`src/rtl/brush_stamp_writer.sv`:
```
// brush_stamp_writer: emits one index-RAM write per clock for a clipped square brush stamp or a full-screen clear
// Ports: iCLK/iRST clock and sync reset; iCMD_* command handshake and fields (clear, x, y, half-width r, colour);
//        oADDR/oDATA/oWREN index-RAM write port; oBUSY/oDONE/oCMD_READY status.
module brush_stamp_writer #(
    parameter int H_RES  = 640,
    parameter int V_RES  = 480,
    parameter int ADDR_W = 19
) (
    input  logic        iCLK,
    input  logic        iRST,
    input  logic        iCMD_VALID,
    output logic        oCMD_READY,
    input  logic        iCMD_CLEAR,
    input  logic [9:0]  iCMD_X,
    input  logic [8:0]  iCMD_Y,
    input  logic [5:0]  iCMD_R,
    input  logic [7:0]  iCMD_COLOR,
    output logic [31:0] oADDR,
    output logic [31:0] oDATA,
    output logic        oWREN,
    output logic        oBUSY,
    output logic        oDONE
);
    typedef enum logic [2:0] {IDLE, SETUP, STAMP, CLEAR, DONE} state_t;
    state_t r_state, w_next;
    logic              r_clear;
    logic [9:0]        r_x, r_x0, r_x1, r_cx;
    logic [8:0]        r_y, r_y1, r_cy;
    logic [5:0]        r_r;
    logic [7:0]        r_color;
    logic [ADDR_W-1:0] r_base;
    logic              w_accept, w_off, w_last_px, w_last_clr;
    logic [10:0]       w_xhi;
    logic [9:0]        w_yhi, w_x0, w_x1;
    logic [8:0]        w_y0, w_y1;
    // Clip bounds use widened sums and compare-before-subtract so nothing wraps at the screen edges
    always_comb begin
        w_accept   = iCMD_VALID && oCMD_READY;
        w_off      = (r_x >= 10'(H_RES)) || (r_y >= 9'(V_RES));
        w_xhi      = {1'b0, r_x} + {5'b0, r_r};
        w_yhi      = {1'b0, r_y} + {4'b0, r_r};
        w_x0       = ({4'b0, r_r} > r_x) ? 10'd0 : r_x - {4'b0, r_r};
        w_y0       = ({3'b0, r_r} > r_y) ? 9'd0 : r_y - {3'b0, r_r};
        w_x1       = (w_xhi > 11'(H_RES - 1)) ? 10'(H_RES - 1) : w_xhi[9:0];
        w_y1       = (w_yhi > 10'(V_RES - 1)) ? 9'(V_RES - 1) : w_yhi[8:0];
        w_last_px  = (r_cx == r_x1) && (r_cy == r_y1);
        w_last_clr = r_base == ADDR_W'(H_RES * V_RES - 1);
    end
    always_comb begin
        w_next = r_state;
        case (r_state)
            IDLE:    w_next = w_accept ? SETUP : IDLE;
            SETUP:   w_next = r_clear ? CLEAR : (w_off ? DONE : STAMP);
            STAMP:   w_next = w_last_px ? DONE : STAMP;
            CLEAR:   w_next = w_last_clr ? DONE : CLEAR;
            DONE:    w_next = IDLE;
            default: w_next = IDLE;
        endcase
    end
    always_ff @(posedge iCLK) begin
        if (iRST) r_state <= IDLE;
        else      r_state <= w_next;
    end
    // Status and write strobe lag the state by one register stage, so the write issued in a
    // STAMP/CLEAR cycle appears on the port the following cycle.
    always_ff @(posedge iCLK) begin
        if (iRST) begin
            oADDR      <= '0;
            oDATA      <= '0;
            oWREN      <= 1'b0;
            oDONE      <= 1'b0;
            oBUSY      <= 1'b0;
            oCMD_READY <= 1'b1;
        end else begin
            oWREN      <= (r_state == STAMP) || (r_state == CLEAR);
            oDONE      <= r_state == DONE;
            oCMD_READY <= (r_state == IDLE) && !w_accept;
            oBUSY      <= !((r_state == IDLE) && !w_accept);
            if (w_accept) begin
                r_clear <= iCMD_CLEAR;
                r_x     <= iCMD_X;
                r_y     <= iCMD_Y;
                r_r     <= iCMD_R;
                r_color <= iCMD_COLOR;
            end
            if (r_state == SETUP) begin
                r_x0   <= w_x0;
                r_x1   <= w_x1;
                r_y1   <= w_y1;
                r_cx   <= w_x0;
                r_cy   <= w_y0;
                r_base <= r_clear ? '0 : ADDR_W'(w_y0 * H_RES);
            end
            if (r_state == STAMP) begin
                oADDR <= 32'(r_base + ADDR_W'(r_cx));
                oDATA <= 32'(r_color);
                r_cx  <= (r_cx == r_x1) ? r_x0 : r_cx + 10'd1;
                if (r_cx == r_x1) begin
                    r_cy   <= r_cy + 9'd1;
                    r_base <= r_base + ADDR_W'(H_RES);
                end
            end
            if (r_state == CLEAR) begin
                oADDR  <= 32'(r_base);
                oDATA  <= 32'(r_color);
                r_base <= r_base + 1'b1;
            end
        end
    end
endmodule
```
`config.mk`:
```
export PLATFORM = sky130hd
export DESIGN_NAME = brush_stamp_writer
export DESIGN_NICKNAME = d
export VERILOG_FILES = /design/src/rtl/brush_stamp_writer.sv
export SDC_FILE = /design/constraint.sdc
export NUM_CORES = 1
export LEC_CHECK = 0
export BUFFER_PORTS_ARGS = -buffer_cell sky130_fd_sc_hd__buf_2
export CAP_MARGIN = 25
export CORE_MARGIN = 8
export CORE_UTILIZATION = 45
export DETAILED_ROUTE_END_ITERATION = 7
export PLACE_DENSITY = 0.75
export REMOVE_ABC_BUFFERS = 1
export SYNTH_ARGS = -nofsm -noshare
export SYNTH_HDL_FRONTEND = slang
export SYNTH_SLANG_ARGS = --single-unit
```
`constraint.sdc`:
```
create_clock -name iCLK -period 8.7 [get_ports iCLK]
set_clock_uncertainty 0.15 [all_clocks]
set_input_delay 1.74 -clock iCLK [delete_from_list [all_inputs] [get_ports iCLK]]
set_output_delay 1.74 -clock iCLK [all_outputs]
set_load 0.01 [all_outputs]
```
==> flow_summary_export.csv <==
group,metric,value,unit
logic_synthesis,synth.area.mux_share,1.66,%
floorplan,ios,105,
layout,antennaDiodeCount,0,
floorplan,fp.dieArea,24700,µm²
clock_network,cts-root-buf,"clkbuf_16",
logic_synthesis,synth_area,8980,µm²
logic_synthesis,synth_compound_area_share,17.8,%
logic_synthesis,yosys.area.top_type,"edfxtp_1",
critical_path,critical-path-slowest-cell,"o31ai_1",
detailed_routing,totalWireLength,21.9,mm
critical_path,cp.required,8700,ps
logic_synthesis,synth_edf_count,101,
clock_network,post_cts_resized,0,
layout,drive_above_1_share,12.4,%
layout,area.growth.synth_to_final,11.0,%
logic_synthesis,synth-main-ff-cell,"edfxtp_1",
layout,nets,1109,
critical_path,slowest_delay,620,ps
job,max-cap-violations,0,
place,io_buffer_count,68,
critical_path,reg2reg_setup_slack,3770,ps
critical_path,rr_endpoint,"r_base[18]",
logic_synthesis,ys_ff_latch,136,
grt,grt_max_degree,41,
run_status,status,"completed",
logic_synthesis,synthCells,975,
pwr,leakage,3.84,nW
sta,rsz0062_at_grt,"no",
grt,antenna_found_initial,0,
clock_network,path_clk_slew,60,ps
logic_synthesis,ys_types,69,
pwr,ir_worst_vdd,0.000156,V
sta,fin_crit_sh,56.7,%
detailed_routing,ant_nets,0,
pwr,power_density,212,nW/µm²
clock_network,cts_post_setup_buffers_inserted,0,
grt,grt_pass1_wl,35.1,mm
clock_network,cts_buffers,17,
sta,max_slew.worst_pin.slew,950,ps
sta,final_max_slew_viol_count,0,
floorplan,coreArea,19500,µm²
layout,regArea,3730,µm²
clock_network,cts_hold_buf,0,
logic_synthesis,synth-adder-area-share,8.16,%
critical_path,crit_start,"r_r[1]",
critical_path,worstPathArrival,4930,ps
clock_network,clk_latency,420,ps
critical_path,r2r-start,"r_r[1]",
detailed_routing,vias,7287,
logic_synthesis,async_flop_share,0,%
grt,grt-ovfl-total,0,
worst_hold_path,hold_path.class,"flop to flop",
sta,fmax,203,MHz
detailed_routing,initialDrtViolationCount,647,
sta,setup_viol,0,
sta,slew-limit-headroom,36.1,%
logic_synthesis,yosys_warnings,0,
critical_path,reg2regPathDepth,15,
grt,first_global_vias,7042,
critical_path,crit_type,"flop to flop",
floorplan,rows,51,
sta,tns,0,ps
critical_path,worst_setup_path_start_kind,"flop",
critical_path,path_cells,"inv_1 -> ha_1 -> nor2b_1 -> o2111a_1 -> o31ai_1 -> nand2_1 -> and2_1 -> ha_1 -> ha_1 -> fa_1 -> a211oi_1 -> o21ai_0 -> a31o_2 -> a31oi_1 -> o22ai_1",
logic_synthesis,synthTopCellsByArea,"edfxtp_1 34%, dfxtp_1 7.8%, ha_1 6.8%, nor2_1 4.2%, a21oi_1 3.9%",
critical_path,end_kind,"flop",
worst_hold_path,hold-path-endpoint,"oADDR[1]",
logic_synthesis,synth_xor_area_share,5.85,%
layout,final_cell_area,9970,µm²
layout,utilization,51.1,%
worst_hold_path,hold_depth,2,
clock_network,htreeDepth,4,
logic_synthesis,synth_top_family_by_area,"simple AND/OR/NAND/NOR gates",
floorplan,fp.dieH,157,µm
clock_network,cts_sinks,136,
floorplan,start_util,46.0,%
layout,multi_input_area,4800,µm²
sta,min_period,4930,ps
critical_path,cp_common_cell,"ha_1",
place,dp_hpwl,16.0,mm
layout,fill_cells,1829,
detailed_routing,drc,0,
detailed_routing,via_per_inst,5.63,
detailed_routing,wire_per_inst,16.9,µm
clock_network,cts_buffer_depth,2,
logic_synthesis,avgSynthCellArea,9.22,µm²
worst_hold_path,min-delay-start,"oADDR[1]",
grt,grt_usage,17.7,%
place,place.gp.congestion,0.898,
detailed_routing,first_pass_iters,5,
sta,hold_viol,0,
logic_synthesis,synth_simple_gate_area_share,18.3,%
clock_network,cts_tree,"built",
logic_synthesis,synth.top_cell.area_share,33.8,%
place,place_area,9400,µm²
floorplan,die_width,157,µm
critical_path,crit_fanout,8,
logic_synthesis,seq_area_frac_synth,41.6,%
-- cells in the final DEF (no fill, tap or decap), drive strengths merged, types with 11 or more instances in the layout --
| cell type | count |
|---|---|
| a211oi | 20 |
| a21oi | 70 |
| buf | 77 |
| clkbuf | 19 |
| conb | 36 |
| dfxtp | 35 |
| edfxtp | 101 |
| ha | 49 |
| inv | 37 |
| nand2 | 83 |
| nand2b | 13 |
| nand3 | 30 |
| nand4 | 13 |
| nor2 | 100 |
| nor2b | 15 |
| nor3 | 25 |
| o211ai | 11 |
| o21ai | 57 |
| xnor2 | 40 |
| xor2 | 20 |
-- Yosys cell counts (8+ instances only) --
cell and n:
edfxtp_1 101, nand2b_1 13, nand3_1 30, inv_1 33, nor3_1 24, o21ai_0 56
nand2_1 83, o211ai_1 11, clkbuf_1 47, xnor2_1 40, nand4_1 13, and3_1 10
a31oi_1 10, xor2_1 20, a21oi_1 70, ha_1 49, buf_4 36, o21a_1 9
nor2_1 100, dfxtp_1 35, or3_1 8, nor2b_1 14, a211oi_1 20
-- how the worst max path moves through the flow --
stage | end | slack [ps]
floorplan | r_base[18] | 4500
global placement | r_base[18] | 4100
detailed placement | r_base[18] | 3890
CTS | r_base[18] | 3860
global route | r_base[18] | 3520
finish | r_base[18] | 3770
-- cell type report --
cell class	count	area share [%]
Clock buffer	19	4.54
Clock inverter	13	1.19
Inverter	33	1.24
Multi-Input combinational cell	752	48.1
Sequential cell	136	37.4
Tap cell	265	3.32
Timing Repair Buffer	77	4.13
-- per-stage QoR --
step	hold WS [ps]	cells	total power, mW	setup WS [ps]
after floorplan	316	921	1.25	4500
after global placement	290	1261	1.40	4100
after detailed placement	293	1262	1.42	3890
after CTS	301	1294	2.12	3860
after global routing	318	1295	2.23	3520
final	299	1295	2.11	3770
-- sequential cells by signal, summed over array words and instances, names as in the netlist, 3 cells and up --
register,cells
oADDR,20
oDATA,8
r_base,19
r_color,8
r_cx,10
r_cy,9
r_r,6
r_state,3
r_x,10
r_x0,10
r_x1,10
r_y,9
r_y1,9
-- power by group --
part	leakage (nW)	switching (mW)	internal [mW]	total [mW]
sequential	1.23	0.0761	0.785	0.862
clock	0.277	0.292	0.410	0.702
combinational	2.33	0.325	0.225	0.551
-- critical path: cells and delay by family, from the launching register on --
family	cells	cell delay, ps
AO/OA/AOI/OAI	7	1800
buffers and inverters	1	220
adder cells (fa/ha/maj)	4	1230
AND/OR/NAND/NOR	3	730
flip-flops	1	510
-- cells by family after synthesis --
family / Yosys count
other: 1
and+or+nand+nor: 338
AOI/OAI and AO/OA: 249
adders and majority gates: 55
buffers and inverters: 122
DFF: 136
xor gates and xnor gates: 60
muxes: 14
-- layer usage --
layer	vias to the layer above	track usage, %	wire [µm]
met5	-	0	0
met4	0	7.57	523
met3	40	4.20	1330
met2	228	28.9	10400
met1	3434	22.0	9640
li1	3585	-	-
Note: power is estimated with default switching activity, not from simulation.
